$ cat src/rtl/vga_scanout.sv
// VGA raster scan-out: generates raster timing, issues pixel coordinates to the
// compositor, and registers the returned colour plus delayed sync/blank onto the
// DAC pins so that colour and sync stay aligned across the pixel-path latency.
module vga_scanout #(
    parameter int H_ACTIVE = 640,
    parameter int H_FP     = 16,
    parameter int H_SYNC   = 96,
    parameter int H_BP     = 48,
    parameter int V_ACTIVE = 480,
    parameter int V_FP     = 10,
    parameter int V_SYNC   = 2,
    parameter int V_BP     = 33,
    parameter int PIPE_LAT = 1
) (
    input  logic        i_clk,
    input  logic        i_rst_n,
    input  logic        i_en,
    input  logic [7:0]  i_R,
    input  logic [7:0]  i_G,
    input  logic [7:0]  i_B,
    output logic [9:0]  o_x,
    output logic [9:0]  o_y,
    output logic        o_req,
    output logic        o_frame_start,
    output logic [15:0] o_frame_cnt,
    output logic [7:0]  o_VGA_R,
    output logic [7:0]  o_VGA_G,
    output logic [7:0]  o_VGA_B,
    output logic        o_VGA_HS,
    output logic        o_VGA_VS,
    output logic        o_VGA_BLANK_N,
    output logic        o_VGA_SYNC_N
);

    localparam int H_TOTAL = H_ACTIVE + H_FP + H_SYNC + H_BP;
    localparam int V_TOTAL = V_ACTIVE + V_FP + V_SYNC + V_BP;

    localparam logic [9:0] H_ACT    = 10'(H_ACTIVE);
    localparam logic [9:0] V_ACT    = 10'(V_ACTIVE);
    localparam logic [9:0] H_LAST   = 10'(H_TOTAL - 1);
    localparam logic [9:0] V_LAST   = 10'(V_TOTAL - 1);
    localparam logic [9:0] HS_FIRST = 10'(H_ACTIVE + H_FP);
    localparam logic [9:0] HS_LAST  = 10'(H_ACTIVE + H_FP + H_SYNC - 1);
    localparam logic [9:0] VS_FIRST = 10'(V_ACTIVE + V_FP);
    localparam logic [9:0] VS_LAST  = 10'(V_ACTIVE + V_FP + V_SYNC - 1);

    logic [9:0]  h;
    logic [9:0]  v;
    logic [15:0] frame_cnt;

    // Raster counters; disabling parks the raster at the origin and abandons the frame.
    always_ff @(posedge i_clk or negedge i_rst_n) begin
        if (!i_rst_n) begin
            h         <= '0;
            v         <= '0;
            frame_cnt <= '0;
        end else if (!i_en) begin
            h <= '0;
            v <= '0;
        end else if (h == H_LAST) begin
            h <= '0;
            if (v == V_LAST) begin
                v         <= '0;
                frame_cnt <= frame_cnt + 16'd1;
            end else begin
                v <= v + 10'd1;
            end
        end else begin
            h <= h + 10'd1;
        end
    end

    assign o_x           = h;
    assign o_y           = v;
    assign o_frame_cnt   = frame_cnt;
    assign o_req         = i_rst_n && i_en && (h < H_ACT) && (v < V_ACT);
    assign o_frame_start = i_rst_n && i_en && (h == 10'd0) && (v == 10'd0);
    assign o_VGA_SYNC_N  = 1'b0;

    // ---- stage 0: controls derived from the current counter state ----
    logic act_p0;
    logic hs_n_p0;
    logic vs_n_p0;
    logic act_d;
    logic hs_n_d;
    logic vs_n_d;

    assign act_p0  = o_req;
    assign hs_n_p0 = !(i_en && (h >= HS_FIRST) && (h <= HS_LAST));
    assign vs_n_p0 = !(i_en && (v >= VS_FIRST) && (v <= VS_LAST));

    // ---- stages 1..PIPE_LAT: controls wait for the compositor's colour ----
    generate
        if (PIPE_LAT == 0) begin : g_bypass
            assign act_d  = act_p0;
            assign hs_n_d = hs_n_p0;
            assign vs_n_d = vs_n_p0;
        end else begin : g_delay
            logic [PIPE_LAT-1:0] act_sr;
            logic [PIPE_LAT-1:0] hs_sr;
            logic [PIPE_LAT-1:0] vs_sr;

            // Shift register carrying active/sync flags alongside the pixel path.
            always_ff @(posedge i_clk or negedge i_rst_n) begin
                if (!i_rst_n) begin
                    act_sr <= '0;
                    hs_sr  <= '1;
                    vs_sr  <= '1;
                end else begin
                    act_sr[0] <= act_p0;
                    hs_sr[0]  <= hs_n_p0;
                    vs_sr[0]  <= vs_n_p0;
                    for (int k = 1; k < PIPE_LAT; k++) begin
                        act_sr[k] <= act_sr[k-1];
                        hs_sr[k]  <= hs_sr[k-1];
                        vs_sr[k]  <= vs_sr[k-1];
                    end
                end
            end

            assign act_d  = act_sr[PIPE_LAT-1];
            assign hs_n_d = hs_sr[PIPE_LAT-1];
            assign vs_n_d = vs_sr[PIPE_LAT-1];
        end
    endgenerate

    // ---- output register: colour gated by the aligned active flag ----
    // Pin register; colour is forced to black whenever the aligned pixel is not active.
    always_ff @(posedge i_clk or negedge i_rst_n) begin
        if (!i_rst_n) begin
            o_VGA_R       <= '0;
            o_VGA_G       <= '0;
            o_VGA_B       <= '0;
            o_VGA_HS      <= 1'b1;
            o_VGA_VS      <= 1'b1;
            o_VGA_BLANK_N <= 1'b0;
        end else begin
            o_VGA_R       <= act_d ? i_R : 8'd0;
            o_VGA_G       <= act_d ? i_G : 8'd0;
            o_VGA_B       <= act_d ? i_B : 8'd0;
            o_VGA_HS      <= hs_n_d;
            o_VGA_VS      <= vs_n_d;
            o_VGA_BLANK_N <= act_d;
        end
    end

endmodule

$ cat config.mk
export PLATFORM = sky130hd
export DESIGN_NAME = vga_scanout
export DESIGN_NICKNAME = d
export VERILOG_FILES = /design/src/rtl/vga_scanout.sv
export SDC_FILE = /design/constraint.sdc
export NUM_CORES = 1
export LEC_CHECK = 0
export ABC_CLOCK_PERIOD_IN_PS = 1700
export BUFFER_PORTS_ARGS = -buffer_cell sky130_fd_sc_hd__buf_2
export CORE_ASPECT_RATIO = 0.6
export CORE_MARGIN = 4
export CORE_UTILIZATION = 45
export CTS_CLUSTER_DIAMETER = 40
export CTS_CLUSTER_SIZE = 25
export DETAILED_ROUTE_END_ITERATION = 10
export PLACE_DENSITY = 0.74
export SLEW_MARGIN = 30
export SYNTH_ARGS = -nofsm -noshare
export SYNTH_HDL_FRONTEND = slang
export SYNTH_SLANG_ARGS = --single-unit
$ cat constraint.sdc
create_clock -name i_clk -period 1.7 [get_ports i_clk]
set_input_delay 0.085 -clock i_clk [delete_from_list [all_inputs] [get_ports i_clk]]
set_output_delay 0.085 -clock i_clk [all_outputs]
set_load 0.02 [all_outputs]
==> summary.md, run 1 <==
| Metric | Value |
|---|---|
| Status | `finished, violations left` |
| Failing checks | `setup timing` |
| Routability cong. | `0.864` |
| Static leakage | `2.41 nW` |
| Clock Skew | `0.00985 ns` |
| Startpoint Class | `register` |
| Avg Vias per Cell | `5.12` |
| Die H | `71.1 µm` |
| N_diodes | `0` |
| Worst setup margin | `-0.0373 ns` |
| Cell taking the most area after synthesis | `dfrtp_1` |
| Maximum vdd drop | `411 µV` |
| CP top delay family | `simple AND/OR/NAND/NOR gates` |
| CP required | `1.62 ns` |
| Final Util | `70.2%` |
| Initial antenna violation count | `0` |
| Row count | `22` |
| Worst-Margin Slew | `0.606 ns` |
| Largest net degree at the start of global routing | `51` |
| Layout cells sized above 1 | `44.6%` |
| First-pass GRT wire length | `13000 µm` |
| Worst min-delay path category | `input pin to register` |
| Clock sink count | `66` |
| Sequential area share after synthesis | `55.5%` |
| DRC | `0` |
| CP max-delay cell | `dfrtp_2` |
| Post-route insts no fill | `501` |
| Worst R2R Start | `o_x[1]` |
| Flop-to-flop setup slack | `-0.02 ns` |
| Placed Cells | `457` |
| Worst setup EP type | `output pin` |
| Mapped Avg Cell Area | `11.4 µm²` |
| Hold Vio Cnt, Final | `0` |
| Final critical-path share of the clock period | `102%` |
| Min Tclk post-route | `1.74 ns` |
| Design Area, Final | `0.00441 mm²` |
| Max_cap viols | `0` |
| WS Path Type | `register to output pin` |
| Final HPWL DP | `5380 µm` |
| Most frequent cells in the layout | `buf_2, dfrtp_1, buf_4` |
| R2R cell count | `6` |
| Hold Crit Start | `i_en` |
| Congestion Overflow GR | `0` |
| Critical path's largest stage delay | `0.43 ns` |
| RSZ-0062 raised after global routing | `yes` |
| H-tree depth | `3` |
| Number of nets in the layout | `444` |
| Critical path depth | `4` |
| Initial core utilization | `47.5%` |
| Port bufs | `91` |
| Critical Path AT | `1.65 ns` |
| Worst hold path depth | `3` |
| IO Pins | `93` |
| Yosys warns | `0` |
| FF+latch count, synth | `66` |
| Slew Viols, Final | `0` |
| Slew headroom | `59.6%` |
| PD cells | `736 mW/mm²` |
| CTS buffer count | `9` |
| Post-Syn Nets | `293` |
| Total number of vias | `2567` |
| Final wirelength | `8240 µm` |
| Mapped Cells | `261` |
| Clock-pin slew on the worst setup and hold paths | `0.08 ns` |
| Setup TNS | `-0.0912 ns` |
| Top post-synthesis cells by area | `dfrtp_1, xor2_1, and2_1, dfstp_2, a31oi_1` |
| Total power | `3.25 mW` |
| Overall Global Routing Usage | `20.4%` |
| Syn Std Cell Area | `0.00298 mm²` |
| Place WS | `-0.121 ns` |
| WHS | `0.0738 ns` |
| Iter 0 DRT Violations | `131` |
| Drt wl/cell | `16.4 µm` |
| Total core area | `0.00628 mm²` |
| Commonest non-fill, non-tap cell in the layout | `buf_2` |
| CTS tree | `done` |
| CP cell instances | `nor4_4, nand3b_1, nor3_2, buf_4` |
| Bufs and invs on worst path | `1` |
| Final Setup Violations | `6` |
| DR pass1 iterations | `4` |
| Worst-path maximum fanout | `2` |
| Longest Clk Path Bufs | `2` |
| Antenna Nets Post-Route | `0` |
| Min-Delay Endpoint | `o_x[0]` |
| Latest clock arrival within the worst-skew pair | `0.35 ns` |
| Share of the synthesized area in the top cell type | `52.0%` |
| FF-to-FF End | `o_frame_cnt[1]` |
| Area grow syn2layout | `47.7%` |
| Vias in the first global route | `2581` |
| Clock root cell | `clkbuf_8` |
| Die area | `0.00804 mm²` |
| Die Width | `113 µm` |
| Post-DP Area | `0.00381 mm²` |
| Library cells used by synthesis | `38` |
| Fmax | `576 MHz` |
## worst min-delay path, stage by stage
cell     delay (ns)
buf_2          0.16
nand2_2        0.11
nor2_1         0.04
## routing by layer
| layer | vias up | GRT usage, % | part of all wire [%] |
|---|---|---|---|
| li1 | 1214 | - | - |
| met1 | 1254 | 28.3 | 46 |
| met2 | 93 | 31.6 | 46 |
| met3 | 6 | 7.18 | 7.2 |
| met4 | 0 | 3.33 | 0.69 |
| met5 | - | 0 | 0 |
## power breakdown
group	switching (mW)	leakage (nW)	internal (mW)	total, mW
Combinational	0.142	1.43	0.120	0.262
Sequential	0.0188	0.877	1.60	1.62
Clock	0.667	0.101	0.700	1.37
## cell usage after synthesis (all sizes together)
cell type and number:
a21oi 3, o21ai 5, nand3b 7, and2 27, nand4 11, xor2 22
or3 2, nor3b 1, ha 5, nor3 11, xnor2 2, a31oi 13
buf 9, conb 1, mux2i 1, and3 4, dfstp 4, nand3 10
and4 7, nor4 7, dfrtp 62, or3b 1, clkbuf 5, nand4b 1
nor4b 1, inv 9, mux2 1, o31ai 1, nand2 12, nor2 16
## worst max-delay path by stage
stage	slack [ns]	endpoint	startpoint
3_3_place_gp	-0.06	o_y[5]	o_x[5]
5_1_grt	-0.11	o_frame_cnt[4]	o_y[8]
3_5_place_dp	-0.12	o_y[6]	o_x[5]
6_report	-0.04	o_frame_start	o_y[8]
4_1_cts	-0.06	o_frame_start	o_y[6]
2_1_floorplan	-0.07	o_frame_cnt[11]	o_x[5]
## final cells by class
| type | instances | area, µm² |
|---|---|---|
| inverters | 9 | 33.8 |
| repair buffers | 153 | 1010 |
| flip-flops and latches | 66 | 1670 |
| clock inverters | 7 | 81.3 |
| clock buffers | 9 | 124 |
| well taps | 84 | 105 |
| fillers | 458 | 1870 |
| multi-input cells | 173 | 1380 |
## registers in the layout (all words and copies together), names as in the netlist, 8 cells and up
signal and flops:
o_VGA_B 8, o_x 10, o_frame_cnt 16, o_VGA_G 8, o_VGA_R 8, o_y 10
## cells by family after synthesis
group                      after synthesis  synth area share [%]
buffers and inverters                   23                  3.90
xor gates and xnor gates                24                  7.04
DFF                                     66                  55.5
muxes                                    2                 0.713
adders and majority gates                5                  2.10
other                                    1                 0.126
AOI/OAI and AO/OA                       22                  4.32
and+or+nand+nor                        118                  26.3
## timing repair
action	CTS	global route
endpoints found under the setup margin	16	25
gates resized for setup	11	15
endpoints found under the hold margin	86	0
cloned	0	1
pin swaps	5	11
hold buffers	25	0
setup buffers	1	1
Note: power is estimated with default switching activity, not from simulation.
==> run 2: changes to the inputs <==
--- a/config.mk
+++ b/config.mk
@@ -10,10 +10,12 @@
 export CORE_ASPECT_RATIO = 0.6
 export CORE_MARGIN = 4
 export CORE_UTILIZATION = 45
+export CTS_BUF_LIST = sky130_fd_sc_hd__clkbuf_16
 export CTS_CLUSTER_DIAMETER = 40
 export CTS_CLUSTER_SIZE = 25
 export DETAILED_ROUTE_END_ITERATION = 10
 export PLACE_DENSITY = 0.74
+export REMOVE_ABC_BUFFERS = 1
 export SLEW_MARGIN = 30
 export SYNTH_ARGS = -nofsm -noshare
 export SYNTH_HDL_FRONTEND = slang
==> run 2 against run 1 <==
The run still ends with setup timing left. Count of clock-buffer cells in the layout is the same. Wire length is 11% higher. Sequential share of layout area fell by 1.9 points. Via count up 5.6%.
==> summary.md, run 2 (same netlist as run 1, synthesis figures left out) <==
| Metric | Value |
|---|---|
| Status | `finished, violations left` |
| Failing checks | `setup timing` |
| Number of nets in the layout | `449` |
| Latest clock arrival within the worst-skew pair | `0.34 ns` |
| Die H | `71.1 µm` |
| RSZ-0062 raised after global routing | `yes` |
| CTS buffer count | `9` |
| Congestion Overflow GR | `0` |
| H-tree depth | `3` |
| Largest net degree at the start of global routing | `65` |
| Clock power frac | `53.0%` |
| Overall Global Routing Usage | `21.5%` |
| Final critical-path share of the clock period | `108%` |
| Max FFs per register | `16` |
| Routability cong. | `0.822` |
| Total number of vias | `2712` |
| Maximum vdd drop | `790 µV` |
| Worst-path maximum fanout | `5` |
| Sw frac | `21.6%` |
| Post-DP Area | `0.00369 mm²` |
| Clock root cell | `clkbuf_16` |
| CP required | `1.95 ns` |
| Hold Vio Cnt, Final | `0` |
| Clock-pin slew on the worst setup and hold paths | `0.06 ns` |
| Final HPWL DP | `5400 µm` |
| Antenna Nets Post-Route | `0` |
| Most frequent cells in the layout | `buf_2, dfrtp_1, buf_4` |
| Port bufs | `91` |
| Critical path's largest stage delay | `0.41 ns` |
| Iter 0 DRT Violations | `226` |
| Slew Viols, Final | `0` |
| Final Setup Violations | `12` |
| Post-route insts no fill | `506` |
| Critical Path AT | `2.09 ns` |
| P_sw | `869 µW` |
| Clock sink count | `66` |
| Worst setup margin | `-0.140 ns` |
| Fmax | `543 MHz` |
| N_diodes | `0` |
| IO Pins | `93` |
| Worst min-delay path category | `input pin to asynchronous set/reset pin` |
| Die area | `0.00804 mm²` |
| Sequential share of power | `40.3%` |
| Drt wl/cell | `18.0 µm` |
| Slew headroom | `47.3%` |
| Startpoint Class | `register` |
| Placed Cells | `452` |
| Area grow syn2layout | `54.6%` |
| Longest Clk Path Bufs | `2` |
| Combinational share of power | `6.7%` |
| Max_cap viols | `0` |
| CP max-delay cell | `dfrtp_1` |
| Bufs and invs on worst path | `2` |
| Initial core utilization | `47.5%` |
| Layout cells sized above 1 | `43.4%` |
| Final wirelength | `9130 µm` |
| Clock Skew | `0.00816 ns` |
| Static leakage | `2.47 nW` |
| CP cell instances | `nor4b_4, buf_4, nand4_4, buf_12, nor4_2, xor2_1` |
| CTS tree | `done` |
| PD cells | `872 mW/mm²` |
| Worst setup EP type | `register` |
| Internal power | `3.15 mW` |
| Row count | `22` |
| Design Area, Final | `0.00461 mm²` |
| Layout fillers | `400` |
| Min Tclk post-route | `1.84 ns` |
| CP top delay family | `simple AND/OR/NAND/NOR gates` |
| Avg Vias per Cell | `5.36` |
| DR pass1 iterations | `7` |
| Vias in the first global route | `2524` |
| Commonest non-fill, non-tap cell in the layout | `buf_2` |
| Worst-Margin Slew | `0.791 ns` |
| Register area | `0.00166 mm²` |
| WS Path Type | `register to register` |
| Multi-input logic area | `0.00137 mm²` |
| Total core area | `0.00628 mm²` |
| First-pass GRT wire length | `13300 µm` |
| DRC | `0` |
| Die Width | `113 µm` |
| Initial antenna violation count | `0` |
[run 2: cell count changes in the layout (fill, tap and decap cells not counted), sizes merged]
cell,before,now
bufinv,1,3
inv,13,10
clkbuf,9,10
and4,8,7
buf,128,133
clkinv,1,2
[run 2: through the flow]
stage	setup TNS [ns]	hold slack, ns	power [mW]	util [%]	worst slack [ns]
floorplan	-3.49	-0.211	1.73	-	-0.353
global placement	-0.0185	-0.0906	1.85	58.8	-0.0151
detailed placement	-0.613	-0.0873	1.86	58.8	-0.0672
CTS	-0.116	0.107	4.02	69.0	-0.0762
global route	-1.43	0.121	4.14	73.5	-0.162
finish	-0.570	0.110	4.02	73.5	-0.140
[run 2: worst paths after layout]
path	from	to	slack (ns)	cells past startpoint
max	o_x[6]	o_frame_cnt[11]	-0.14	6
min	i_rst_n	o_y[3]	0.11	2
min in group i_clk	i_en	g_delay.hs_sr	0.18	4
max reg2reg	o_x[6]	o_frame_cnt[11]	-0.14	6
min reg2reg	g_delay.vs_sr	o_VGA_VS	0.36	0
max in group asynchronous	i_rst_n	o_y[2]	0.58	3
[run 2: area by class of cell]
| class | count | share of cell area (%) |
|---|---|---|
| Sequential cell | 66 | 35.9 |
| Clock buffer | 9 | 4.88 |
| Tap cell | 84 | 2.28 |
| Timing Repair Buffer | 159 | 24.0 |
| Multi-Input combinational cell | 172 | 29.7 |
| Clock inverter | 7 | 2.58 |
| Inverter | 9 | 0.732 |
[run 2: what timing repair did]
| action | CTS | global route |
|---|---|---|
| resized for setup | 11 | 32 |
| pin swaps | 4 | 20 |
| hold buffers | 25 | 0 |
| hold endpoints to repair | 26 | 0 |
| gates cloned | 0 | 1 |
| setup endpoints to repair | 15 | 27 |
| buffers inserted | 1 | 13 |
[run 2: power by group through the flow]
stage                     logic [mW]  registers (mW)  clock network, mW
final                          0.271            1.62               2.13
after CTS                      0.258            1.62               2.14
after detailed placement       0.213            1.65                  0
after floorplan               0.0423            1.68                  0
after global placement         0.209            1.64                  0
after global routing           0.296            1.62               2.22
[run 2: layer usage]
layer | global-route usage [%] | wire length, µm | part of all wire [%] | up-vias
met5 | 0 | 0 | 0 | -
met4 | 5.20 | 223 | 2.4 | 0
met3 | 8.12 | 741 | 8.1 | 28
met2 | 32.3 | 4270 | 47 | 152
met1 | 29.5 | 3890 | 43 | 1314
li1 | - | - | - | 1218
